[src/rtl/rf_pkg.sv]
// rf_pkg: shared widths and types for the register-file writeback arbiter
package rf_pkg;
   localparam int DATA_W = 32;
   localparam int ADDR_W = 5;
   localparam int NREGS = 2 ** ADDR_W;
   typedef enum logic {SRC_ALU, SRC_MEM} src_e;
   typedef struct packed {
      logic [ADDR_W-1:0] addr;
      logic [DATA_W-1:0] data;
   } wb_req_t;
endpackage

[src/rtl/regfile_wb_arbiter_if.sv]
// regfile_wb_arbiter_if: writeback requests, issue-stage lookups and the register-file write port
interface regfile_wb_arbiter_if;
   import rf_pkg::*;
   logic              alu_valid, alu_ready;
   logic [ADDR_W-1:0] alu_waddr;
   logic [DATA_W-1:0] alu_wdata;
   logic              mem_valid, mem_ready;
   logic [ADDR_W-1:0] mem_waddr;
   logic [DATA_W-1:0] mem_wdata;
   logic              iss_valid;
   logic [ADDR_W-1:0] iss_waddr, rs_addr, rt_addr;
   logic              stall;
   logic              rf_we;
   logic [ADDR_W-1:0] rf_waddr;
   logic [DATA_W-1:0] rf_wdata;
   modport master (
      output alu_valid, alu_waddr, alu_wdata, mem_valid, mem_waddr, mem_wdata,
             iss_valid, iss_waddr, rs_addr, rt_addr,
      input  alu_ready, mem_ready, stall, rf_we, rf_waddr, rf_wdata
   );
   modport slave (
      input  alu_valid, alu_waddr, alu_wdata, mem_valid, mem_waddr, mem_wdata,
             iss_valid, iss_waddr, rs_addr, rt_addr,
      output alu_ready, mem_ready, stall, rf_we, rf_waddr, rf_wdata
   );
endinterface

[src/rtl/rf_scoreboard.sv]
// rf_scoreboard: pending-write bits, set beats clear on the same register, r0 never pending
module rf_scoreboard import rf_pkg::*; (
   input  logic              clk,
   input  logic              rst,
   input  logic              set_en,
   input  logic [ADDR_W-1:0] set_addr,
   input  logic              clr_en,
   input  logic [ADDR_W-1:0] clr_addr,
   input  logic [ADDR_W-1:0] rs_addr,
   input  logic [ADDR_W-1:0] rt_addr,
   input  logic [ADDR_W-1:0] wa_addr,
   output logic              rs_pend,
   output logic              rt_pend,
   output logic              wa_pend
);
   logic [NREGS-1:0] pending, set_mask, clr_mask;
   always_comb begin
      set_mask = '0;
      clr_mask = '0;
      set_mask[set_addr] = set_en && set_addr != '0;
      clr_mask[clr_addr] = clr_en;
   end
   always_ff @(posedge clk)
      if (rst) pending <= '0;
      else pending <= (pending & ~clr_mask) | set_mask;
   assign rs_pend = pending[rs_addr];
   assign rt_pend = pending[rt_addr];
   assign wa_pend = pending[wa_addr];
`ifndef SYNTHESIS
   always_ff @(posedge clk)
      if (!rst && clr_en) assert (pending[clr_addr]) else $warning("writeback to non-pending r%0d", clr_addr);
`endif
endmodule

[src/rtl/regfile_wb_arbiter.sv]
// regfile_wb_arbiter: ALU/load writeback arbiter with scoreboard; RFWB_ROUND_ROBIN_EN selects round-robin
module regfile_wb_arbiter import rf_pkg::*; #(
   parameter int STARVE_MAX = 3
) (
   input logic                 clk,
   input logic                 rst,
   regfile_wb_arbiter_if.slave bus
);
   logic    alu_gnt, mem_gnt, rs_pend, rt_pend, wa_pend;
   wb_req_t acc;
`ifdef RFWB_ROUND_ROBIN_EN
   src_e rr_last;
   assign alu_gnt = !rst && bus.alu_valid && (!bus.mem_valid || rr_last == SRC_MEM);
   always_ff @(posedge clk)
      if (rst) rr_last <= SRC_MEM;
      else if (alu_gnt) rr_last <= SRC_ALU;
      else if (mem_gnt) rr_last <= SRC_MEM;
`else
   localparam int CW = $clog2(STARVE_MAX + 1);
   logic [CW-1:0] starve_cnt;
   assign alu_gnt = !rst && bus.alu_valid && (!bus.mem_valid || starve_cnt == CW'(STARVE_MAX));
   always_ff @(posedge clk)
      if (rst || !bus.alu_valid || alu_gnt) starve_cnt <= '0;
      else if (starve_cnt != CW'(STARVE_MAX)) starve_cnt <= starve_cnt + 1'b1;
`endif
   assign mem_gnt = !rst && bus.mem_valid && !alu_gnt;
   assign bus.alu_ready = alu_gnt;
   assign bus.mem_ready = mem_gnt;
   assign acc = alu_gnt ? {bus.alu_waddr, bus.alu_wdata} : {bus.mem_waddr, bus.mem_wdata};
   // r0 writes are accepted and latched but never enabled
   always_ff @(posedge clk)
      if (rst) begin
         bus.rf_we <= 1'b0;
         bus.rf_waddr <= '0;
         bus.rf_wdata <= '0;
      end else begin
         bus.rf_we <= (alu_gnt || mem_gnt) && acc.addr != '0;
         if (alu_gnt || mem_gnt) begin
            bus.rf_waddr <= acc.addr;
            bus.rf_wdata <= acc.data;
         end
      end
   rf_scoreboard u_sb (
      .clk(clk),
      .rst(rst),
      .set_en(bus.iss_valid && !bus.stall),
      .set_addr(bus.iss_waddr),
      .clr_en(bus.rf_we),
      .clr_addr(bus.rf_waddr),
      .rs_addr(bus.rs_addr),
      .rt_addr(bus.rt_addr),
      .wa_addr(bus.iss_waddr),
      .rs_pend(rs_pend),
      .rt_pend(rt_pend),
      .wa_pend(wa_pend)
   );
   assign bus.stall = rs_pend || rt_pend || (bus.iss_valid && wa_pend);
endmodule

[src/flat_wrapper.sv]
// flat-port wrapper written by rule: the top's interface ports become plain ports
module regfile_wb_arbiter_flat import rf_pkg::*;
#(
   parameter int STARVE_MAX = 3
)
  (clk, rst, bus_alu_valid, bus_alu_waddr, bus_alu_wdata, bus_mem_valid, bus_mem_waddr, bus_mem_wdata, bus_iss_valid, bus_iss_waddr, bus_rs_addr, bus_rt_addr, bus_alu_ready, bus_mem_ready, bus_stall, bus_rf_we, bus_rf_waddr, bus_rf_wdata);
  regfile_wb_arbiter_if bus_i ();
  input logic clk;
  input logic rst;
  input wire logic [$bits(bus_i.alu_valid)-1:0] bus_alu_valid;
  input wire logic [$bits(bus_i.alu_waddr)-1:0] bus_alu_waddr;
  input wire logic [$bits(bus_i.alu_wdata)-1:0] bus_alu_wdata;
  input wire logic [$bits(bus_i.mem_valid)-1:0] bus_mem_valid;
  input wire logic [$bits(bus_i.mem_waddr)-1:0] bus_mem_waddr;
  input wire logic [$bits(bus_i.mem_wdata)-1:0] bus_mem_wdata;
  input wire logic [$bits(bus_i.iss_valid)-1:0] bus_iss_valid;
  input wire logic [$bits(bus_i.iss_waddr)-1:0] bus_iss_waddr;
  input wire logic [$bits(bus_i.rs_addr)-1:0] bus_rs_addr;
  input wire logic [$bits(bus_i.rt_addr)-1:0] bus_rt_addr;
  output wire logic [$bits(bus_i.alu_ready)-1:0] bus_alu_ready;
  output wire logic [$bits(bus_i.mem_ready)-1:0] bus_mem_ready;
  output wire logic [$bits(bus_i.stall)-1:0] bus_stall;
  output wire logic [$bits(bus_i.rf_we)-1:0] bus_rf_we;
  output wire logic [$bits(bus_i.rf_waddr)-1:0] bus_rf_waddr;
  output wire logic [$bits(bus_i.rf_wdata)-1:0] bus_rf_wdata;
  assign bus_i.alu_valid = bus_alu_valid;
  assign bus_i.alu_waddr = bus_alu_waddr;
  assign bus_i.alu_wdata = bus_alu_wdata;
  assign bus_i.mem_valid = bus_mem_valid;
  assign bus_i.mem_waddr = bus_mem_waddr;
  assign bus_i.mem_wdata = bus_mem_wdata;
  assign bus_i.iss_valid = bus_iss_valid;
  assign bus_i.iss_waddr = bus_iss_waddr;
  assign bus_i.rs_addr = bus_rs_addr;
  assign bus_i.rt_addr = bus_rt_addr;
  assign bus_alu_ready = bus_i.alu_ready;
  assign bus_mem_ready = bus_i.mem_ready;
  assign bus_stall = bus_i.stall;
  assign bus_rf_we = bus_i.rf_we;
  assign bus_rf_waddr = bus_i.rf_waddr;
  assign bus_rf_wdata = bus_i.rf_wdata;
  regfile_wb_arbiter #(.STARVE_MAX(STARVE_MAX)) u_core (.clk(clk), .rst(rst), .bus(bus_i));
endmodule
[config.mk]
export PLATFORM = sky130hd
export DESIGN_NAME = regfile_wb_arbiter_flat
export DESIGN_NICKNAME = d
export VERILOG_FILES = /design/src/rtl/rf_pkg.sv /design/src/rtl/regfile_wb_arbiter_if.sv /design/src/rtl/rf_scoreboard.sv /design/src/rtl/regfile_wb_arbiter.sv /design/src/flat_wrapper.sv
export SDC_FILE = /design/constraint.sdc
export NUM_CORES = 1
export LEC_CHECK = 0
export ABC_AREA = 0
export CAP_MARGIN = 10
export CORE_MARGIN = 10
export CORE_UTILIZATION = 50
export DETAILED_ROUTE_END_ITERATION = 10
export HOLD_SLACK_MARGIN = 0.02
export PLACE_DENSITY = 0.91
export SLEW_MARGIN = 40
export SYNTH_ARGS = -nofsm -noshare
export SYNTH_HDL_FRONTEND = slang
export SYNTH_HIERARCHICAL = 1
export SYNTH_SLANG_ARGS = --single-unit
[constraint.sdc]
create_clock -name clk -period 3.55 [get_ports clk]
set_input_delay 0.355 -clock clk [delete_from_list [all_inputs] [get_ports clk]]
set_output_delay 0.355 -clock clk [all_outputs]
set_load 0.03 [all_outputs]
==> impl_results.md <==
- Gate Count Post-Synth: 478
- GRT Util Overall: between 20% and 30%
- Power Density: 347 nW/µm²
- Post-placement cell count: 695
- Post-layout min period: 3.16 ns
- Wire per inst: between 20 and 25 µm
- Status: completed
- Final Max Slew Viols: 0
- Ports: 135
- Synth Register Bits: 72
- Synth Flop Type: dfxtp_1
- Max clock buf depth: 2
- Antenna violations before repair: 0
- Vias in the first global route: 4443
- Slew margin rel.: 50.8%
- H-Tree Level Count: 3
- Share of layout cells above drive strength 1: between 5 and 6%
- R2r worst-path depth: 11
- Synth cell types: 37
- Number of remaining DRC errors: 0
- TritonCTS Sinks: 72
- Worst-Skew Late Latency: between 0.3 and 0.4 ns
- CTS tree: done
- Remaining antenna violation count after routing: 0
- Setup TNS: 0 ns
- Crit path required time: ~3.2 ns
- Die Height: 111 µm
- Final core occ: 69.6%
- Final WL: 15200 µm
- Vias per cell: 6.20
- Number of cell rows: 33
- Nets: 696
- Postcts setup bufs: 0
- Critical Path End Type: primary output
- Worst hold stages: 1
- GPL Wtd Cong: 0.915
- Mapped Nets: ~570
- WP data arrival: 2.80 ns
- Die area: 12300 µm²
- Worst Setup Slack, final: 0.394 ns
- Crit share post-route: 88.9%
- Place WS: 0.361 ns
- Port bufs: between 100 and 150
- Largest net degree at the start of global routing: 61
- Crit path launch type: primary input
- Layout Skew: between 0.006 and 0.007 ns
- Top-count cell post-synth: dfxtp_1
- Max Cap Viol: 0
- Crit Path Category: in2out
- Number of flops mapped to enable cells by yosys: 0
- Async SR Flop Fraction: 0%
- First-pass GRT wire length: 24000 µm
- Yosys top cell by area: dfxtp_1
- Drt first pass iters: 5
- Peak VDD IR: 0.240 mV
- Layout Area Growth over Synthesis: 37.2%
- Fmax: 317 MHz
- Synth top area cells: dfxtp_1, mux2i_1, a221o_1
- GRT Residual Overflow: 0
- Unrepaired setup endpoints after global routing: no
- Synthesized area per cell: 8.63 µm²
- Routed vias: 4406
- CTS root buffer: clkbuf_8
- Chip width: 111 µm
- Dpl cell area: between 5000 and 6000 µm²
- Min-delay worst type: reg2reg
- Core Area: between 8000 and 9000 µm²
- Endpoints failing setup: 0
- Count of yosys warnings during synthesis: 6
- Clock transition at path regs: 0.07 ns
- Area share of the largest cell type after synthesis: 34.9%
- Non-Filler Instances: 711
- Resized cells post-CTS: 0
- Hold-fix buffer count after cts: 0
- Tightest Pin Transition: 0.738 ns
- Total CTS buffers: 9
- Design Area, Final: 5660 µm²
- Post-synth top cells: dfxtp_1, nand2_1, mux2i_1, a21oi_1, inv_1
- N_diodes: 0
- Hold Vio Cnt, Final: 0
- Initial Util: approximately half
- Crit-path max FO: 16
- Sequential element share of the synthesized area: 34.9%
- DP Wirelength: 10900 µm
- Post-synthesis cell area: 4130 µm²
- DR iter-0 viols: approximately 360
- Static Leak: 2.20 nW
-- flip-flops by register name, summed over array words and instances (netlist names) --
register / count
u_core/bus.rf_wdata: 32
u_core/u_sb/pending: 32
u_core/bus.rf_waddr: 5
u_core/starve_cnt: 2
u_core/bus.rf_we: 1
-- placed cells by master (no fill, tap or decap), types with 2 or more instances in the layout --
cell,instances
and3b_1,2
nand3b_1,5
nor3_1,3
clkbuf_8,9
clkdlybuf4s50_1,133
a2111oi_0,37
and3_1,2
and2b_1,3
clkinv_2,5
nand4b_1,4
nor2_1,13
a22oi_1,12
o21ai_0,30
nand3_1,9
and2_1,3
a311o_1,3
a211oi_1,4
nand2_1,55
nand2b_1,3
dfxtp_1,72
nor2b_1,3
a221o_1,37
inv_1,40
nor3b_1,5
mux2i_1,48
buf_4,12
a21oi_1,40
-- path summary, 6_finish.rpt --
path | startpoint | endpoint | slack [ns]
worst min register to register | u_core/starve_cnt[0]$_SDFFE_PP0N_ | u_core/starve_cnt[0]$_SDFFE_PP0N_ | 0.43
worst min-delay path | u_core/starve_cnt[0]$_SDFFE_PP0N_ | u_core/starve_cnt[0]$_SDFFE_PP0N_ | 0.43
worst max register to register | u_core/u_sb/pending[19]$_SDFF_PP0_ | u_core/u_sb/pending[4]$_SDFF_PP0_ | 1.14
worst max-delay path | bus_rt_addr[1] | bus_stall | 0.39
-- through the flow --
step / hold WS [ns] / power (mW)
floorplan: 0.399 / 1.12
global placement: 0.407 / 1.35
detailed placement: 0.420 / 1.35
CTS: 0.430 / 1.97
global route: 0.451 / 2.03
finish: 0.427 / 1.96
-- power breakdown --
part,switching [mW],internal [mW],total (mW)
clock,0.302,0.318,0.620
sequential,0.0334,0.844,0.877
combinational,0.239,0.229,0.468
total,0.574,1.39,1.96
-- logic make-up (layout without fill, tap and decap cells) --
logic type / Yosys count / count (layout) / synth area share [%]
AO/OA/AOI/OAI: 167 / 167 / 29.9
AND/OR/NAND/NOR: 114 / 114 / 13.8
buffers and inverters: 76 / 204 / 9.40
flip-flops: 72 / 72 / 34.9
multiplexers: 48 / 48 / 11.6
adder cells (fa/ha/maj): 1 / 1 / 0.303
-- per-layer routing --
metal | share of wire, % | routed length (µm) | vias up | global-route usage (%)
met5 | 0 | 0 | - | 0
met4 | 1.6 | 246 | 0 | 6.77
met3 | 12 | 1860 | 19 | 9.90
met2 | 47 | 7170 | 257 | 38.6
met1 | 39 | 5890 | 2074 | 26.5
li1 | - | - | 2056 | -
-- final cells by class --
cell class / count / area, µm²
Fill cell: 609 / 2470
Clock inverter: 7 / 62.6
Clock buffer: 9 / 124
Multi-Input combinational cell: 330 / 2300
Inverter: 41 / 154
Sequential cell: 72 / 1440
Timing Repair Buffer: 147 / 1450
Tap cell: 105 / 131
-- worst max-delay path, cell delays in order --
cell and delay, ns:
clkdlybuf4s50_1 0.45, buf_4 0.27, mux2i_1 0.22, a22oi_1 0.10, nand4b_1 0.11, a21oi_1 0.05
a311o_1 0.32, a211o_1 0.30, clkdlybuf4s50_1 0.60
Note: power is estimated with default switching activity, not from simulation.
